`src/rtl/mem_port_arbiter.sv`:
```
// Shares one SRAM-style memory port between the fetch and MEM-stage requesters.
// One transaction in flight at a time; data wins by default, a counter protects fetch.
module mem_port_arbiter #(
  parameter int unsigned STARVE_LIMIT = 4
) (
  input  logic        clk,
  input  logic        resetn,
  input  logic        inst_req,
  input  logic        inst_wr,
  input  logic [1:0]  inst_size,
  input  logic [3:0]  inst_wstrb,
  input  logic [31:0] inst_addr,
  input  logic [31:0] inst_wdata,
  output logic        inst_addr_ok,
  output logic        inst_data_ok,
  output logic [31:0] inst_rdata,
  input  logic        data_req,
  input  logic        data_wr,
  input  logic [1:0]  data_size,
  input  logic [3:0]  data_wstrb,
  input  logic [31:0] data_addr,
  input  logic [31:0] data_wdata,
  output logic        data_addr_ok,
  output logic        data_data_ok,
  output logic [31:0] data_rdata,
  output logic        bus_req,
  output logic        bus_wr,
  output logic [1:0]  bus_size,
  output logic [3:0]  bus_wstrb,
  output logic [31:0] bus_addr,
  output logic [31:0] bus_wdata,
  input  logic        bus_addr_ok,
  input  logic        bus_data_ok,
  input  logic [31:0] bus_rdata
);

  typedef enum logic [1:0] {
    IDLE = 2'd0,
    ADDR = 2'd1,
    DATA = 2'd2
  } state_t;

  localparam logic [3:0] LIMIT = 4'(STARVE_LIMIT);

  state_t      state_r;
  state_t      state_nxt_s;
  logic        owner_r;
  logic [3:0]  starve_cnt_r;
  logic [3:0]  starve_nxt_s;
  logic        grant_inst_s;
  logic        accept_s;
  logic        resp_s;
  logic        sel_wr_s;
  logic [1:0]  sel_size_s;
  logic [3:0]  sel_wstrb_s;
  logic [31:0] sel_addr_s;
  logic [31:0] sel_wdata_s;

  assign grant_inst_s = inst_req & (~data_req | (starve_cnt_r == LIMIT));
  // resetn gates the handshakes so nothing is acknowledged while reset is held
  assign accept_s     = resetn & (state_r == IDLE) & (inst_req | data_req);
  assign resp_s       = resetn & (state_r == DATA) & bus_data_ok;

  // Next-state decode for the transaction FSM
  always_comb begin
    state_nxt_s = state_r;
    case (state_r)
      IDLE: begin
        if (inst_req | data_req) begin
          state_nxt_s = ADDR;
        end else begin
          state_nxt_s = IDLE;
        end
      end
      ADDR: begin
        if (bus_addr_ok) begin
          state_nxt_s = DATA;
        end else begin
          state_nxt_s = ADDR;
        end
      end
      DATA: begin
        if (bus_data_ok) begin
          state_nxt_s = IDLE;
        end else begin
          state_nxt_s = DATA;
        end
      end
      default: state_nxt_s = IDLE;
    endcase
  end

  // Winner field mux and starvation counter update for an IDLE grant
  always_comb begin
    sel_wr_s     = data_wr;
    sel_size_s   = data_size;
    sel_wstrb_s  = data_wstrb;
    sel_addr_s   = data_addr;
    sel_wdata_s  = data_wdata;
    starve_nxt_s = 4'd0;
    if (grant_inst_s) begin
      sel_wr_s    = inst_wr;
      sel_size_s  = inst_size;
      sel_wstrb_s = inst_wstrb;
      sel_addr_s  = inst_addr;
      sel_wdata_s = inst_wdata;
    end else begin
      sel_wr_s    = data_wr;
      sel_size_s  = data_size;
      sel_wstrb_s = data_wstrb;
      sel_addr_s  = data_addr;
      sel_wdata_s = data_wdata;
    end
    if (!grant_inst_s && inst_req) begin
      starve_nxt_s = (starve_cnt_r == LIMIT) ? starve_cnt_r : (starve_cnt_r + 4'd1);
    end else begin
      starve_nxt_s = 4'd0;
    end
  end

  // FSM state register
  always_ff @(posedge clk or negedge resetn) begin
    if (!resetn) begin
      state_r <= IDLE;
    end else begin
      state_r <= state_nxt_s;
    end
  end

  // Transaction fields, owner and starvation count captured on acceptance only
  always_ff @(posedge clk or negedge resetn) begin
    if (!resetn) begin
      owner_r      <= 1'b0;
      starve_cnt_r <= 4'd0;
      bus_wr       <= 1'b0;
      bus_size     <= 2'd0;
      bus_wstrb    <= 4'd0;
      bus_addr     <= 32'd0;
      bus_wdata    <= 32'd0;
    end else if (accept_s) begin
      owner_r      <= ~grant_inst_s;
      starve_cnt_r <= starve_nxt_s;
      bus_wr       <= sel_wr_s;
      bus_size     <= sel_size_s;
      bus_wstrb    <= sel_wstrb_s;
      bus_addr     <= sel_addr_s;
      bus_wdata    <= sel_wdata_s;
    end else begin
      owner_r      <= owner_r;
      starve_cnt_r <= starve_cnt_r;
      bus_wr       <= bus_wr;
      bus_size     <= bus_size;
      bus_wstrb    <= bus_wstrb;
      bus_addr     <= bus_addr;
      bus_wdata    <= bus_wdata;
    end
  end

  assign bus_req      = (state_r == ADDR);
  assign inst_addr_ok = accept_s & grant_inst_s;
  assign data_addr_ok = accept_s & ~grant_inst_s;
  assign inst_data_ok = resp_s & ~owner_r;
  assign data_data_ok = resp_s & owner_r;
  // Consumers qualify read data with their own data_ok
  assign inst_rdata   = bus_rdata;
  assign data_rdata   = bus_rdata;

endmodule

```
`config.mk`:
```
export PLATFORM = sky130hd
export DESIGN_NAME = mem_port_arbiter
export DESIGN_NICKNAME = d
export VERILOG_FILES = /design/src/rtl/mem_port_arbiter.sv
export SDC_FILE = /design/constraint.sdc
export NUM_CORES = 1
export LEC_CHECK = 0
export ABC_AREA = 1
export BUFFER_PORTS_ARGS = -buffer_cell sky130_fd_sc_hd__buf_2
export CAP_MARGIN = 20
export CORE_AREA = 2 2 124 126
export CTS_BUF_LIST = sky130_fd_sc_hd__clkbuf_2 sky130_fd_sc_hd__clkbuf_4 sky130_fd_sc_hd__clkbuf_8
export DETAILED_ROUTE_END_ITERATION = 8
export DIE_AREA = 0 0 126 128
export PLACE_DENSITY = 0.73
export SYNTH_ARGS = -nofsm -noshare
export SYNTH_HDL_FRONTEND = slang
export SYNTH_SLANG_ARGS = --single-unit
```
`constraint.sdc`:
```
create_clock -name clk -period 3.4 [get_ports clk]
set_input_delay 0 -clock clk [delete_from_list [all_inputs] [get_ports clk]]
set_output_delay 0 -clock clk [all_outputs]
set_load 0.01 [all_outputs]
```
==> results.cfg <==
[route]
drt_iter0_drc = 344
ant_nets = 0
wl_um = 14890
routedWlPerCell_um = 15.09
vias = 4884
drc = 0
vias_per_cell = 4.948
first_pass_iters = 5

[final_layout]
final_net_count = 976
final_cells = 987
postLayoutCellArea_sq_mm = 0.006719
drive_above_1_share = 0.3141
antennaDiodeCount = 0
area_growth_pct = 54.71

[sta]
clock_skew_ns = 0.01811
grt_setup_unrepaired = false
tightest_slew_ns = 0.9177
setup_tns_ns = 0
hold_violations = 0
max_slew_margin = 0.3882
fin_crit_sh = 0.7732
period_minus_slack_ns = 2.629
fmax_mhz = 380.4
drv_slew = 0
finalSetupViolations = 0

[critical_path]
timing.rr.start = starve_cnt_r[0]
cp_slowest_cell = buf_4
critical_path.max_fanout = 69
worstPathArrival_ns = 2.93
crit_start = resetn
worst-path-buf-inv = 4
criticalPathCategory = in -> reg
cp_cell_sequence = dlygate4sd3_1, buf_4, nand2_1, nor2_4, buf_4, nand4_1, nand3_1, dlygate4sd3_1
path_delay_family = buffers and inverters
end_kind = flop
max_stage_delay_ns = 0.57
cp.required_ns = 3.70
startpoint_type = input port

[power]
p_per_area_mw_per_mm2 = 703.6
p_leak_nw = 3.438
power_mw = 4.727
ir_drop_uv = 253.1

[yosys]
seq_area_frac_synth = 0.4494
yosysUniqueCellTypes = 18
syn_inst = 520
synth_area_per_cell_sq_um = 8.352
yosysWarnings = 0
synth_fp_nets = 702
netlist_area_sq_mm = 0.004343
yosys_register_bits = 78

[place]
place_area_sq_mm = 0.005040
dp.cells = 826
dp_hpwl_um = 8363
port_buffers = 223
routabilityCongestion = 0.7428

[clock_tree]
clk_pin_slew_ns = 0.08
clk_latency_ns = 0.36
cts_tree = done
cts_buffer_depth = 2
cts_buffers = 9
cts_root_buffer = clkbuf_8
clock-sinks = 78
h-tree-depth = 3

[floorplanning]
die_h_um = 128
dieArea_sq_mm = 0.01613
fp.dieW_um = 126
start_util = 0.2922
row_count = 45
core_area_sq_mm = 0.01486
io_pins = 320

[grt]
grt_busiest_layer = met2
grt_pass1_vias = 4796
antenna_found_initial = 0
grt_util_met1 = 0.2130
grt_pass1_wl_um = 23630
grt_use_met3 = 0.05259
grt_use_met2 = 0.3027
grt_start_max_net_pins = 77
overflow = 0
grt_usage = 0.1807

[min_path]
hp-class = in -> out
min_from = bus_rdata[2]

[status]
status = finished clean

[run]
maxCapViolCount = 0
==> layout make-up <==
type	instances	area (sq um)
inverter	10	37.54
clock buffer	13	160.2
clock inverter	3	67.56
sequential	78	1952
multi-input combinational	321	1639
tap	188	235.2
fill	1392	8145
timing repair buffer	374	2628
==> report_power, final <==
group / switching, mW / total [mW] / internal, mW / leakage, nW
clock: 0.353 / 0.812 / 0.459 / 0.114
combinational: 1.09 / 2.34 / 1.25 / 2.34
sequential: 0.238 / 1.58 / 1.34 / 0.981
==> cell usage in the layout, fill, tap and decap left out <==
cell type / Yosys / layout
xor2_1: 1 / 1
nand3_1: 148 / 147
bufinv_16: 0 / 2
nor2_2: 2 / 1
o21ai_0: 4 / 4
dlygate4sd3_1: 0 / 145
nor2_4: 0 / 1
clkinvlp_4: 0 / 1
clkbuf_4: 0 / 3
a21oi_1: 2 / 2
clkbuf_8: 0 / 10
nor4_1: 2 / 2
nand2_2: 0 / 2
ha_1: 2 / 2
dfrtp_1: 78 / 78
buf_12: 0 / 1
buf_2: 19 / 222
or2_2: 1 / 1
nand3b_1: 1 / 1
buf_4: 79 / 6
nand3_4: 0 / 1
nor2_1: 3 / 3
inv_1: 10 / 10
nand4_1: 72 / 72
nand2_1: 83 / 81
==> cell usage after synthesis, drive strengths merged <==
library cell  count  area, sq um
nor4              2        12.51
nand3b            1        7.510
nand2            83        311.6
dfrtp            78         1952
or2               1        6.260
nand4            72        450.4
a21oi             2        10.01
o21ai             4        20.02
clkbuf           10        37.54
nor2              5        23.77
nand3           148        740.7
xor2              1        8.760
inv              10        37.54
ha                2        25.02
buf             101        699.4
==> metrics by stage <==
step                      hold WS (ns)  worst slack [ns]  utilization
after floorplan                -0.2956             2.086            -
after global placement       0.0001003             1.437       0.3391
after detailed placement     0.0001003             1.408       0.3391
after CTS                    0.0001003            0.8533       0.4520
after global routing        0.00002557            0.5244       0.4520
final                      0.000006942            0.7710       0.4520
==> metal layers <==
layer | wire length [um] | share of wire | up-vias
li1 | - | - | 2302
met1 | 5967 | 0.40 | 2301
met2 | 7270 | 0.49 | 235
met3 | 1222 | 0.082 | 46
met4 | 431 | 0.029 | 0
met5 | 0 | 0 | -
==> state kept, by name (all words and copies together) (netlist names) <==
name and flops:
bus_wr 1, state_r 2, bus_addr 32, starve_cnt_r 4
bus_wstrb 4, bus_wdata 32, owner_r 1, bus_size 2
==> path summary, 6_finish.rpt <==
| kind | endpoint | slack [ns] | cells after the start |
|---|---|---|---|
| hold reg to reg | starve_cnt_r[3] | 0.52 | 2 |
| hold / removal | data_rdata[2] | 0.000007 | 0 |
| setup reg to reg | bus_addr[17] | 0.86 | 9 |
| min in group asynchronous | bus_addr[5] | 0.16 | 2 |
| setup / recovery | bus_addr[15] | 0.77 | 8 |
| max in group asynchronous | bus_wdata[3] | 2.26 | 3 |
==> kinds of logic after synthesis <==
kind of cell             Yosys count  share of synthesized area
XOR/XNOR                           1                   0.002017
flip-flops                        78                     0.4494
buffers and inverters            121                     0.1783
adder cells (fa/ha/maj)            2                   0.005761
AO/OA/AOI/OAI                      6                   0.006915
AND/OR/NAND/NOR                  312                     0.3575
==> what timing repair did <==
item / in CTS / in global routing
resized for setup: 0 / 0
buffers inserted: 0 / 0
hold endpoints to repair: 108 / 0
endpoints found under the setup margin: 0 / 0
hold buffers: 145 / 0
(Power assumes the default switching activity.)
